[src/rtl/shift_reg_ctrl.sv]
// Sequencer feeding a shift_reg: valid/ready word in, one LOAD cycle, then N shift enables.
// Optional back-to-back mode (1-entry pending buffer) enabled by defining SHIFT_CTRL_B2B_EN.
module shift_reg_ctrl #(
    parameter int   N    = 4,
    parameter logic FILL = 1'b0
) (
    input  logic         clk,
    input  logic         res_n,
    input  logic         in_valid,
    input  logic [N-1:0] in_data,
    output logic         in_ready,
    input  logic         stall,
    input  logic         flush,
    output logic         ser_load_en,
    output logic [N-1:0] ser_load,
    output logic         ser_en,
    output logic         ser_din,
    output logic         busy,
    output logic         done
);

    localparam int CW = ($clog2(N) > 1) ? $clog2(N) : 1;

    typedef enum logic [1:0] {
        IDLE  = 2'd0,
        LOAD  = 2'd1,
        SHIFT = 2'd2
    } state_t;

    state_t        state, state_nxt;
    logic [CW-1:0] cnt, cnt_nxt;
    logic [N-1:0]  hold;
    logic          accept;
    logic          last_shift;

`ifdef SHIFT_CTRL_B2B_EN
    logic          pend;
    logic [N-1:0]  next_q;

    // A second word may only be taken while shifting and the buffer is empty.
    assign in_ready = !flush && ((state == IDLE) || ((state == SHIFT) && !pend));
`else
    assign in_ready = !flush && (state == IDLE);
`endif

    assign accept     = in_valid && in_ready;
    assign last_shift = (state == SHIFT) && !stall && (cnt == CW'(N - 1));

    assign ser_load_en = (state == LOAD);
    assign ser_load    = hold;
    assign ser_en      = (state == SHIFT) && !stall;
    assign ser_din     = FILL;
    assign busy        = (state != IDLE);
    assign done        = last_shift && !flush;

    // NOTE: every variable gets a default before the case so no latch is inferred.
    always_comb begin
        state_nxt = state;
        cnt_nxt   = cnt;
        if (flush) begin
            state_nxt = IDLE;
            cnt_nxt   = '0;
        end else begin
            case (state)
                IDLE: begin
                    if (accept) state_nxt = LOAD;
                end
                LOAD: begin
                    state_nxt = SHIFT;
                    cnt_nxt   = '0;
                end
                SHIFT: begin
                    if (!stall) cnt_nxt = cnt + 1'b1;
                    if (last_shift) begin
                        cnt_nxt = '0;
`ifdef SHIFT_CTRL_B2B_EN
                        state_nxt = (pend || accept) ? LOAD : IDLE;
`else
                        state_nxt = IDLE;
`endif
                    end
                end
                default: begin
                    state_nxt = IDLE;
                    cnt_nxt   = '0;
                end
            endcase
        end
    end

    // NOTE: sequential state uses non-blocking assignments so all registers update together.
    always_ff @(posedge clk or negedge res_n) begin
        if (!res_n) begin
            state <= IDLE;
            cnt   <= '0;
        end else begin
            state <= state_nxt;
            cnt   <= cnt_nxt;
        end
    end

    // hold only changes on entry to LOAD, so ser_load is stable through SHIFT.
    always_ff @(posedge clk or negedge res_n) begin
        if (!res_n) begin
            hold <= '0;
        end else if ((state == IDLE) && accept) begin
            hold <= in_data;
`ifdef SHIFT_CTRL_B2B_EN
        end else if (last_shift && !flush && pend) begin
            hold <= next_q;
        end else if (last_shift && accept) begin
            hold <= in_data;
`endif
        end
    end

`ifdef SHIFT_CTRL_B2B_EN
    always_ff @(posedge clk or negedge res_n) begin
        if (!res_n) begin
            pend <= 1'b0;
        end else if (flush || last_shift) begin
            pend <= 1'b0;
        end else if ((state == SHIFT) && accept) begin
            pend <= 1'b1;
        end
    end

    // NOTE: payload-only register left without reset; pend qualifies its contents.
    always_ff @(posedge clk) begin
        if ((state == SHIFT) && accept) next_q <= in_data;
    end
`endif

endmodule
[config.mk]
export PLATFORM = sky130hd
export DESIGN_NAME = shift_reg_ctrl
export DESIGN_NICKNAME = d
export VERILOG_FILES = /design/src/rtl/shift_reg_ctrl.sv
export SDC_FILE = /design/constraint.sdc
export NUM_CORES = 1
export LEC_CHECK = 0
export ABC_AREA = 1
export CORE_AREA = 2 2 39 41
export DETAILED_ROUTE_END_ITERATION = 10
export DIE_AREA = 0 0 41 43
export GPL_TIMING_DRIVEN = 0
export PLACE_DENSITY = 0.65
export SLEW_MARGIN = 10
export SYNTH_ARGS = -nofsm -noshare
export SYNTH_HDL_FRONTEND = slang
export SYNTH_SLANG_ARGS = --single-unit
[constraint.sdc]
create_clock -name clk -period 1.2 [get_ports clk]
set_input_delay 0.24 -clock clk [delete_from_list [all_inputs] [get_ports clk]]
set_output_delay 0.24 -clock clk [all_outputs]
set_load 0.03 [all_outputs]
# Word-level counts from Yosys, hierarchy flattened
# Cells that the tools add are included.
# word_totals
in_bits	9
output_inout_bits	10
word_cells	31
ff_bits	8
# classes
n_reduce_logical	12
eq_ne	7
add_sub_neg	1
mux	8
# op_table
operator	n
2-bit 2-to-1 mux	6
1-bit logical AND	6
3-bit != test (second input constant)	2
2-bit one-hot mux with 3 select lines	1
2-bit equality test (second input constant)	2
4-bit != test (second input constant)	1
2-bit one-hot mux with 2 select lines	1
2-bit AND reduction	2
2-bit by 1-bit adder with 2-bit output (second input constant)	1
2-bit by 1-bit equality test with 1-bit output (second input constant)	1
1-bit zero test	2
2-bit zero test	1
2-bit != test (second input constant)	1
2-bit nonzero test	1

# Logic depth before layout (Yosys ltp)
# depth
depth_word	6
ltp_mapped	7
mapped_depth_nobuf	7

# Worst setup path before layout
# OpenSTA, ideal clock, no wires.
# synth_path
path_type	register -> output
start	register cnt[0]
end	output port done
n_path_buf	0
stages_incl_launch_ff	4
setup_slack_ns	-0.078
t_required_ns	0.960
arrival_ns	1.038
cell_sequence	dfrtp_1 -> ha_1 -> nand4_1 -> nor2_1
# synth_between
elab_chain_cells	3
# synth_rtl
item	line_no	source
from (decl)	31	logic [CW-1:0] cnt, cnt_nxt;
from (signal assigned)	98	cnt <= cnt_nxt;
2-bit equality test	47	assign last_shift = (state == SHIFT) && !stall && (cnt == CW'(N - 1));
1-bit logical AND	47	
1-bit logical AND	54	assign done = last_shift && !flush;
to (decl)	19	output logic done
# Every way passes these cells.

# Worst setup path in the final report
# layout_path
start	register cnt[1]
end	output port done
# Same word-level chain as after synthesis.

==> summary.json <==
{
  "floorplanning": {
    "chipHeight_um": 43,
    "die_span_in_x_um": 41,
    "io_pins": 19,
    "placeableCoreArea_um2": 1384,
    "dieArea_um2": 1763,
    "fp-row-count": 14,
    "start_util": 0.2866
  },
  "yosys": {
    "synth.most_common_cell": "nand2_1",
    "postSynthCellCount": 50,
    "yosys-top-cells-area": "dfrtp_1 50%, nand2_1 19%, inv_1 4.7%",
    "synth.distinct_cells": 15,
    "synthesis.area_per_instance_um2": 7.933,
    "asyncSetResetFlopFracSynth": 1.000,
    "seq_area_frac_synth": 0.5047,
    "yosys.area.top_type_share": 0.5047,
    "post_synth_most_frequent_cells": "20 x nand2_1, 8 x dfrtp_1, 5 x inv_1",
    "yosys_most_used_dff": "dfrtp_1",
    "yosys_register_bits": 8,
    "synthDominantAreaCellType": "dfrtp_1",
    "synth_enable_flop_cells": 0,
    "synth_warnings": 0,
    "total_standard_cell_area_after_synthesis_um2": 396.6,
    "syn_nets": 60
  },
  "pwr": {
    "peakVddDrop_mv": 0.6337,
    "share_comb_of_total_power": 0.345,
    "p_sw_mw": 0.2603,
    "sw_share": 0.3283,
    "sequentialPowerShare": 0.409,
    "clock_power_share": 0.245,
    "static-leakage-power_nw": 0.3447,
    "internal_power_mw": 0.5325,
    "total_power_of_the_final_layout_mw": 0.7927,
    "power_density_nw_per_um2": 1207
  },
  "worst_setup_path": {
    "worstSetupStartpoint": "cnt[1]$_DFFE_PN0P_",
    "reg2reg_from": "cnt[1]$_DFFE_PN0P_",
    "critical_path_required_ns": 0.96,
    "r2r_slack_ns": 0.16,
    "worst-endpoint-arrival_ns": 1.17,
    "regToRegEndpoint": "state[1]$_DFFE_PN0P_",
    "timing.critical_path.from_type": "register",
    "end_kind": "output port",
    "reg2reg_depth": 5,
    "max_fo_critical_path": 3,
    "setup.worst_path.class": "reg -> out",
    "cp-endpoint": "done"
  },
  "place": {
    "finalWeightedCongestion": 0.5990,
    "post-dp-hpwl_um": 578.1,
    "post-place-cells": 83,
    "place_worst_setup_slack_ns": -0.7206,
    "placement.io_buffers": 17
  },
  "drt": {
    "drt-pass1-iter-count": 2,
    "avgViaCountPerCell": 4.078,
    "drt_iter0_drc": 4,
    "postRouteWirelength_um": 741,
    "drcViolationCount": 0,
    "post_drt_wl_per_cell_um": 8.233,
    "detailroute.via_count": 367,
    "antenna_violating_nets_post_route": 0
  },
  "flow_run": {
    "drv.max_cap_violation_count": 0
  },
  "cells_and_area": {
    "antenna_cells": 0,
    "fillCellCount": 142,
    "utilization": 0.4747,
    "area.growth.synth_to_final_pct": 65.62,
    "multiInputGateArea_um2": 172.7,
    "instances_no_fill": 90,
    "layout-drive-gt1-share": 0.3649,
    "count_of_nets_after_finishing": 86,
    "layout.area.seq_um2": 200.2
  },
  "cts": {
    "clk_root_buffer_cell": "clkbuf_4",
    "insertion_delay_ns": 0.24,
    "h_tree_level_count": 1,
    "cts_inserted_buffers": 3,
    "tritoncts_clock_tree": "yes",
    "holdBufCountCts": 0,
    "clk_path_buf_depth": 2,
    "clock_sinks": 8,
    "clkTransAtPathRegs_ns": 0.05
  },
  "timing": {
    "rsz0062_at_grt": "yes",
    "period_minus_slack_ns": 1.412,
    "totalNegativeSetupSlack_ns": -0.5116,
    "final_critical_path_setup_slack_ns": -0.2125,
    "timing.final.crit_share": 1.177,
    "timing.final.hold_violations": 0,
    "clock_skew_ns": 0.002680,
    "timing.final.setup_violations": 5,
    "highest_attainable_clock_frequency_mhz": 708.0,
    "drv_slew": 0
  },
  "grt": {
    "grt_usage": 0.09868,
    "globalRouteOverflowTotal": 0,
    "antenna_found_initial": 0,
    "first_pass_grt_wire_length_mm": 1.186,
    "via_count_of_the_first_global_routing_pass": 311,
    "largest_net_degree_at_the_start_of_global_routing": 9
  },
  "run_status": {
    "run_status": "complete, but fails checks",
    "violations_in_the_final_reports": "negative setup slack"
  },
  "hold_path": {
    "hold_wc_path_type": "in -> async"
  }
}
kinds of logic after synthesis:
family / count (synthesis) / share of synthesized area
AND/OR/NAND/NOR: 30 / 0.3375
buffers and inverters: 8 / 0.09150
AO/OA/AOI/OAI: 2 / 0.02524
other: 1 / 0.009455
flip-flops: 8 / 0.5047
adder cells (fa/ha/maj): 1 / 0.03154
final cells by class:
class,instances,area share
Multi-Input combinational cell,34,0.2629
Inverter,7,0.04381
Sequential cell,8,0.3048
Timing Repair Buffer,21,0.3124
Clock buffer,3,0.03429
Buffer,1,0.01143
Tap cell,16,0.03048
power groups by stage:
stage	logic [mW]	clock network, mW	registers, mW
2_1_floorplan	0.0929	0	0.381
3_3_place_gp	0.266	0	0.330
3_5_place_dp	0.267	0	0.329
4_1_cts	0.273	0.204	0.325
5_1_grt	0.295	0.225	0.328
6_report	0.274	0.194	0.324
critical path, cell delays in order (launching register included):
cell,delay (ns)
dfrtp_1,0.35
ha_2,0.17
nand4_1,0.14
nor2_2,0.13
buf_6,0.14
through the flow:
stage	hold slack, ns	cell area (µm²)
floorplan	-0.05559	399.1
global placement	0.4663	589.3
detailed placement	0.4684	589.3
CTS	0.2783	639.4
global route	0.3071	656.9
finish	0.2664	656.9
layout by cell type, fill, tap and decap left out:
master / Yosys / layout
nand2_1: 20 / 20
clkdlybuf4s15_2: 0 / 4
nand2_2: 1 / 1
inv_2: 1 / 2
nor2_4: 0 / 1
o21ai_1: 2 / 2
nor2_1: 3 / 1
conb_1: 1 / 1
nand4_1: 2 / 2
dlygate4sd2_1: 0 / 2
nand2_4: 1 / 1
inv_1: 5 / 4
ha_2: 0 / 1
inv_4: 1 / 1
clkbuf_4: 0 / 3
nor2_2: 2 / 3
nand3_1: 1 / 1
buf_4: 1 / 6
buf_6: 0 / 4
clkdlybuf4s50_1: 0 / 6
dfrtp_1: 8 / 8
worst min-delay path by stage:
stage | to | startpoint | slack (ns) | depth (start not counted)
6_report | cnt[1]$_DFFE_PN0P_ | res_n | 0.27 | 1
5_1_grt | ser_load[2]$_DFFE_PN0P_ | res_n | 0.31 | 1
4_1_cts | ser_load[2]$_DFFE_PN0P_ | res_n | 0.28 | 1
3_5_place_dp | ser_load[2]$_DFFE_PN0P_ | ser_load[2]$_DFFE_PN0P_ | 0.47 | 2
3_3_place_gp | ser_load[1]$_DFFE_PN0P_ | ser_load[1]$_DFFE_PN0P_ | 0.47 | 2
2_1_floorplan | cnt[0]$_DFFE_PN0P_ | res_n | -0.06 | 0
what timing repair did:
action,CTS,global route
resized for setup,51,1
endpoints found under the setup margin,9,5
buffers inserted,2,2
pin swaps,2,4
per-layer routing:
metal,up-vias,global-route usage,routed length (µm)
met5,-,0,0
li1,199,-,-
met4,0,0.06000,14
met2,19,0.1500,317
met1,147,0.1242,339
met3,2,0.01571,68
sequential cells by signal (all words and copies together), names as in the netlist:
name,count
ser_load,4
cnt,2
state,2
(Power assumes the default switching activity.)
